[src/rtl/bl_wl_config_loader.sv]
// bl_wl_config_loader
// Drives a memory tile's chained bl_in/wl_in configuration ports. Bitstream
// chunks arrive over a valid/ready handshake and are shifted into one bit-line
// word per row. The word is then held stable while a single word line pulses,
// with one guard cycle before and after the pulse. Rows 0..WL_WIDTH-1 are
// walked once per start, then done pulses for one cycle.
//
// Ports
//   prog_clk   programming clock, all state on the rising edge
//   pReset     asynchronous active-high reset
//   start      begin a full load (only looked at while idle)
//   abort      synchronous abort, honoured in any non-idle state
//   din        bitstream chunk, DIN_WIDTH bits
//   din_valid  din qualifier
//   din_ready  loader accepts din this cycle (decoded from state)
//   bl         bit-line word to tile bl_in
//   wl         one-hot word line to tile wl_in
//   busy       high whenever not idle
//   done       one-cycle pulse on load completion
//
// state   | meaning
// --------+-------------------------------------------------------------
// S_IDLE  | waiting for start; outputs quiet, bl keeps its last value
// S_SHIFT | accepting chunks for the current row; wl forced low
// S_SETUP | one guard cycle, bl stable before the word line rises
// S_PULSE | word line of the current row held high for WL_PULSE cycles
// S_HOLD  | one guard cycle after the word line falls; next row or finish
// S_DONE  | done pulse, back to idle on the next edge

module bl_wl_config_loader #(
    parameter int BL_WIDTH  = 40,
    parameter int WL_WIDTH  = 4,
    parameter int DIN_WIDTH = 8,
    parameter int WL_PULSE  = 2
) (
    input  logic                 prog_clk,
    input  logic                 pReset,
    input  logic                 start,
    input  logic                 abort,
    input  logic [DIN_WIDTH-1:0] din,
    input  logic                 din_valid,
    output logic                 din_ready,
    output logic [BL_WIDTH-1:0]  bl,
    output logic [WL_WIDTH-1:0]  wl,
    output logic                 busy,
    output logic                 done
);

    localparam int NCHUNK = BL_WIDTH / DIN_WIDTH;
    localparam int CW     = (NCHUNK   > 1) ? $clog2(NCHUNK)   : 1;
    localparam int RW     = (WL_WIDTH > 1) ? $clog2(WL_WIDTH) : 1;
    localparam int PW     = (WL_PULSE > 1) ? $clog2(WL_PULSE) : 1;

    localparam logic [CW-1:0] CHUNK_LAST = CW'(NCHUNK - 1);
    localparam logic [RW-1:0] ROW_LAST   = RW'(WL_WIDTH - 1);
    localparam logic [PW-1:0] PULSE_LOAD = PW'(WL_PULSE - 1);

    generate
        if ((BL_WIDTH % DIN_WIDTH) != 0 || BL_WIDTH < DIN_WIDTH) begin : g_bad_din
            $error("BL_WIDTH must be an integer multiple of DIN_WIDTH");
        end
        if (WL_PULSE < 1) begin : g_bad_pulse
            $error("WL_PULSE must be at least 1");
        end
    endgenerate

    typedef enum logic [2:0] {
        S_IDLE,
        S_SHIFT,
        S_SETUP,
        S_PULSE,
        S_HOLD,
        S_DONE
    } state_t;

    state_t        state;
    logic [CW-1:0] chunk_cnt;
    logic [RW-1:0] row;
    logic [PW-1:0] pulse_cnt;
    logic [BL_WIDTH-1:0] bl_shifted;

    // With a single chunk per row the chunk simply replaces the word.
    generate
        if (NCHUNK == 1) begin : g_one_chunk
            assign bl_shifted = din;
        end else begin : g_multi_chunk
            assign bl_shifted = {bl[BL_WIDTH-DIN_WIDTH-1:0], din};
        end
    endgenerate

    assign din_ready = (state == S_SHIFT);

    always_ff @(posedge prog_clk or posedge pReset) begin
        if (pReset) begin
            state     <= S_IDLE;
            chunk_cnt <= '0;
            row       <= '0;
            pulse_cnt <= '0;
            bl        <= '0;
            wl        <= '0;
            busy      <= 1'b0;
            done      <= 1'b0;
        end else begin
            done <= 1'b0;
            // Abort beats every transition, including completion from the last HOLD.
            if (abort && state != S_IDLE) begin
                state <= S_IDLE;
                wl    <= '0;
                busy  <= 1'b0;
            end else begin
                case (state)
                    S_IDLE: begin
                        if (start) begin
                            state     <= S_SHIFT;
                            bl        <= '0;
                            row       <= '0;
                            chunk_cnt <= '0;
                            busy      <= 1'b1;
                        end
                    end
                    S_SHIFT: begin
                        if (din_valid) begin
                            bl <= bl_shifted;
                            if (chunk_cnt == CHUNK_LAST) begin
                                state <= S_SETUP;
                            end else begin
                                chunk_cnt <= chunk_cnt + CW'(1);
                            end
                        end
                    end
                    S_SETUP: begin
                        state     <= S_PULSE;
                        wl        <= WL_WIDTH'(1) << row;
                        pulse_cnt <= PULSE_LOAD;
                    end
                    S_PULSE: begin
                        if (pulse_cnt == '0) begin
                            state <= S_HOLD;
                            wl    <= '0;
                        end else begin
                            pulse_cnt <= pulse_cnt - PW'(1);
                        end
                    end
                    S_HOLD: begin
                        if (row == ROW_LAST) begin
                            state <= S_DONE;
                            done  <= 1'b1;
                        end else begin
                            // bl is left as is; the next row's chunks overwrite all of it.
                            state     <= S_SHIFT;
                            row       <= row + RW'(1);
                            chunk_cnt <= '0;
                        end
                    end
                    S_DONE: begin
                        state <= S_IDLE;
                        busy  <= 1'b0;
                    end
                    default: begin
                        state <= S_IDLE;
                        wl    <= '0;
                        busy  <= 1'b0;
                    end
                endcase
            end
        end
    end

endmodule

[config.mk]
export PLATFORM = sky130hd
export DESIGN_NAME = bl_wl_config_loader
export DESIGN_NICKNAME = d
export VERILOG_FILES = /design/src/rtl/bl_wl_config_loader.sv
export SDC_FILE = /design/constraint.sdc
export NUM_CORES = 1
export LEC_CHECK = 0
export ABC_AREA = 1
export CELL_PAD_IN_SITES_DETAIL_PLACEMENT = 0
export CELL_PAD_IN_SITES_GLOBAL_PLACEMENT = 2
export CORE_MARGIN = 4
export CORE_UTILIZATION = 28
export CTS_CLUSTER_DIAMETER = 50
export DETAILED_ROUTE_END_ITERATION = 10
export GPL_ROUTABILITY_DRIVEN = 0
export PLACE_DENSITY = 0.82
export SKIP_CTS_REPAIR_TIMING = 1
export SLEW_MARGIN = 20
export SYNTH_ARGS = -nofsm -noshare
export SYNTH_HDL_FRONTEND = slang
export SYNTH_SLANG_ARGS = --single-unit
[constraint.sdc]
create_clock -name prog_clk -period 2.1 [get_ports prog_clk]
set_input_delay 0.42 -clock prog_clk [delete_from_list [all_inputs] [get_ports prog_clk]]
set_output_delay 0.42 -clock prog_clk [all_outputs]
set_load 0.1 [all_outputs]
* Yosys cells after proc, flatten, opt, wreduce, memory -nomap -nowiden
Index checks and enable logic that the tools add are counted.
** Word-level totals
- Register bits :: 55
- Bits in latches :: 0
- Bits in writable memories :: 0
- Bits in read-only memories :: 0
- Bits of input ports :: 13
- Output and inout port bits :: 47
- Word-level logic and storage cells :: 75
- Memories :: 0
** Cells by class
- $add $sub $neg :: 3
- Multiply operators :: 0
- Div/mod/pow operators :: 0
- Magnitude comparators :: 0
- Equal/unequal tests :: 17
- Shift operators :: 1
- Multiplexer cells :: 29
- Bitwise operators :: 1
- Reductions and logical operators :: 16
** Operator list (count)
- two-way mux 40 bit :: 2
- case mux 40 bit (2 select lines) :: 1
- two-way mux 3 bit :: 10
- case mux 3 bit (5 select lines) :: 1
- case mux 4 bit (3 select lines) :: 1
- AND reduction 4 bit :: 3
- equality test 3 bit (second input constant) :: 3
- case mux 3 bit (3 select lines) :: 1
- two-way mux 4 bit :: 2
- inequality test 2 bit (second input constant) :: 4
- OR reduction 4 bit :: 2
- equality test 3 x 2 -> 1 bit (second input constant) :: 2
- two-way mux 1 bit :: 6
- inequality test 3 bit (second input constant) :: 2
- AND reduction 2 bit :: 3
- AND reduction 6 bit :: 1
- nonzero test 2 bit :: 3
- nonzero test 3 bit :: 2
- two-way mux 2 bit :: 2
- inequality test 2 x 1 -> 1 bit (second input constant) :: 2
- case mux 1 bit (2 select lines) :: 2
- case mux 2 bit (2 select lines) :: 1
- << shifter 1 x 2 -> 4 bit (first input constant) :: 1
- adder 3 x 1 -> 3 bit (second input constant) :: 1
- other kinds (9) :: 9

* Longest topological paths before layout
- Depth in word-level cells :: 5
- Mapped depth :: 9
- Depth with buffers taken out :: 8

* Least setup slack after synthesis
No wires, ideal clock.
- Path kind :: reg-to-reg
- Start :: register state[2]
- End :: register state[2]
- Setup time :: 115 ps
- Data arrival time :: 1773 ps
- Setup slack :: 212 ps
- Cell stages (with the launch flop) :: 8
- Path buffers :: 1
- Cell sequence :: dfrtp_1 -> nor2_4 -> nand2_2 -> buf_4 -> inv_1 -> nand3_1 -> nand3_1 -> nor2_1
** RTL lines
- from (decl) :: RTL line 76 : state_t state;
- from (signal assigned) :: RTL line 95 : state <= S_IDLE;
- from (signal assigned) :: RTL line 107 : state <= S_IDLE;
- from (signal assigned) :: RTL line 114 : state <= S_SHIFT;
- equality test 3 x 1 -> 1 bit *
- via din_ready :: RTL line 42 : output logic din_ready,
- case mux 3 bit (5 select lines) (tied with other cells) :: RTL line 111 : case (state)
- two-way mux 3 bit or AND reduction 4 bit (tied branches)
The timed path passes the listed nets; every way through them passes the cells marked *.
A chain may end at the register's enable or synchronous reset.

* Worst setup path after layout
- Start :: register state[2]
- End :: output din_ready
** Between the ends
- Cells in the longest elaborated chain, start to end :: 1
** Ends and longest elaborated chain
- equality test 3 x 1 -> 1 bit :: RTL line 91 : assign din_ready = (state == S_SHIFT);
- to (decl) :: RTL line 42
No other way between the ends.

==> results.sh <==
export IMPL_drt_pass1_iter_count=4
export IMPL_start_kind="flop"
export IMPL_core_area_sq_um=9415
export IMPL_clockBufferDepth=2
export IMPL_synth_nets=387
export IMPL_setup_violations=0
export IMPL_fillers=977
export IMPL_maxCapViolations=0
export IMPL_tns_ns=0
export IMPL_grt_max_degree=44
export IMPL_cts_max_level=2
export IMPL_drcViolationCount=0
export IMPL_die_height_microns=107.4
export IMPL_worst_path_max_fanout=6
export IMPL_die_w_microns=107.4
export IMPL_finish_instance_area_sq_um=3466
export IMPL_cp_arrival_ns=1.43
export IMPL_tritoncts="yes"
export IMPL_yosysWarnings=0
export IMPL_vias=2255
export IMPL_antenna_found_initial=0
export IMPL_start_util_pct=29.36
export IMPL_fin_worst_skew_ns=0.007626
export IMPL_slew_violations=0
export IMPL_drt_wirelength_per_cell_microns=11.35
export IMPL_final_nets=445
export IMPL_clkLatencyLatePin_ns=0.31
export IMPL_final_util_pct=36.81
export IMPL_cts_sinks=55
export IMPL_fmaxAchievable_mhz=540.1
export IMPL_clk_pin_slew_ns=0.10
export IMPL_cts_made_buffers=5
export IMPL_ios=60
export IMPL_grt_remaining_overflow=0
export IMPL_synth_cells=368
export IMPL_avgSynthCellArea_sq_um=7.511
export IMPL_grt_total_usage_pct=11.65
export IMPL_finalCritPeriodShare_pct=88.16
export IMPL_rows=35
export IMPL_end_kind="output port"
export IMPL_drt_total_wl_microns=6297
export IMPL_worst_slack_ns=0.2486
export IMPL_hpwl_microns=4304
export IMPL_syn2layout_area_growth_pct=25.40
export IMPL_diodes=0
export IMPL_worstSetupPathType="flop to output port"
export IMPL_rsz0062_at_grt="no"
export IMPL_slew_headroom_pct=70.40
export IMPL_cts_root_buf="clkbuf_8"
export IMPL_antenna_left=0
export IMPL_grt_pass1_wl_microns=10840
export IMPL_drive_above_1_share_pct=17.84
export IMPL_worst_slew_pin_slew_ns=0.4440
export IMPL_numPortBuffers=59
export IMPL_hold_viol_final=0
export IMPL_via_per_inst=4.063
export IMPL_placed_area_sq_um=3383
export IMPL_dp_slack_ns=0.1326
export IMPL_drt_iter0_drc=105
export IMPL_crit_required_ns=1.68
export IMPL_reg2regPathDepth=7
export IMPL_post_route_min_period_ns=1.851
export IMPL_hold_path_class="primary input to async pin"
export IMPL_seq_area_frac_synth_pct=49.80
export IMPL_synth_cell_types=21
export IMPL_synth_area_sq_um=2764
export IMPL_grt_pass1_vias=2233
export IMPL_run_status="completed"
export IMPL_ys_seq_elements=55
export IMPL_dieArea_sq_um=11530
## cell type report
cell class	instances	area (sq um)	area share, %
clock buffer	5	68.82	1.986
sequential	55	1376	39.71
tap	129	161.4	4.657
timing repair buffer	65	555.5	16.03
clock inverter	2	13.76	0.3971
multi-input combinational	243	1080	31.16
inverter	56	210.2	6.065
## cell usage after synthesis
cell type	n	share of area (%)
inv_2	3	0.41
nand2_4	2	0.81
nor2_1	49	6.7
nand3_1	15	2.7
inv_1	53	7.2
buf_6	4	1.6
dfrtp_1	55	50
nor3_1	1	0.18
nand2_2	3	0.68
a21oi_1	2	0.36
buf_2	9	1.6
o21ai_2	2	0.63
o22ai_1	1	0.23
o21ai_0	5	0.91
nand4_1	4	0.91
buf_4	1	0.27
nand2_1	147	20
nand3_2	1	0.36
ha_1	6	2.7
nor2_4	4	1.6
xnor2_1	1	0.32
## sequential cells by signal, indices dropped and copies added (netlist names)
| name | flops |
|---|---|
| bl | 40 |
| busy | 1 |
| chunk_cnt | 3 |
| done | 1 |
| pulse_cnt | 1 |
| row | 2 |
| state | 3 |
| wl | 4 |
## critical path: stages (launching register included)
cell and delay [ns]:
dfrtp_1 0.50, nor2_4 0.18, nand2_2 0.12, inv_1 0.14, buf_12 0.18
## metrics by stage
stage,cells,hold slack [ns]
3_5_place_dp,548,0.4620
6_report,555,0.3703
5_1_grt,555,0.4152
3_3_place_gp,548,0.4657
2_1_floorplan,368,0.4675
4_1_cts,555,0.3759
## layer usage
| layer | up-vias | track usage (%) | wire length, microns |
|---|---|---|---|
| met5 | - | 0 | 0 |
| met4 | 0 | 2.344 | 55 |
| met3 | 6 | 3.119 | 334 |
| met2 | 48 | 18.41 | 2780 |
| met1 | 1005 | 16.09 | 3128 |
| li1 | 1196 | - | - |
## final timing paths
path	start	end	slack, ns
worst max-delay path	state[2]	din_ready	0.25
worst min-delay path	pReset	wl[1]	0.37
worst max register to register	state[2]	bl[27]	0.36
worst min register to register	bl[34]	bl[34]	0.48
max in group asynchronous	pReset	bl[38]	1.21
min in group prog_clk	bl[34]	bl[34]	0.48
## layout by cell type (no fill, tap or decap)
cell type / instances
nand2_2: 3
nor3_1: 1
inv_1: 52
nor2_1: 49
a21oi_1: 2
ha_1: 6
nand4_1: 4
dfrtp_1: 55
inv_2: 4
o21ai_0: 5
buf_12: 3
nand3_2: 1
buf_4: 50
clkbuf_8: 5
clkinv_4: 1
xnor2_1: 1
clkinv_2: 1
clkdlybuf4s50_1: 12
nand2_4: 2
o22ai_1: 1
nand2_1: 147
nand3_1: 15
nor2_4: 4
o21ai_2: 2
## kinds of logic (layout without fill, tap and decap cells)
logic type | after synthesis | in the layout | synth area share [%]
AOI/OAI and AO/OA | 10 | 10 | 2.128
adders and majority gates | 6 | 6 | 2.716
xor gates and xnor gates | 1 | 1 | 0.3169
and+or+nand+nor | 226 | 226 | 33.91
buffers and inverters | 70 | 128 | 11.14
DFF | 55 | 55 | 49.80
Power is not shown: default switching activity piles up to over one toggle a cycle in this logic, so the estimate is an artifact.
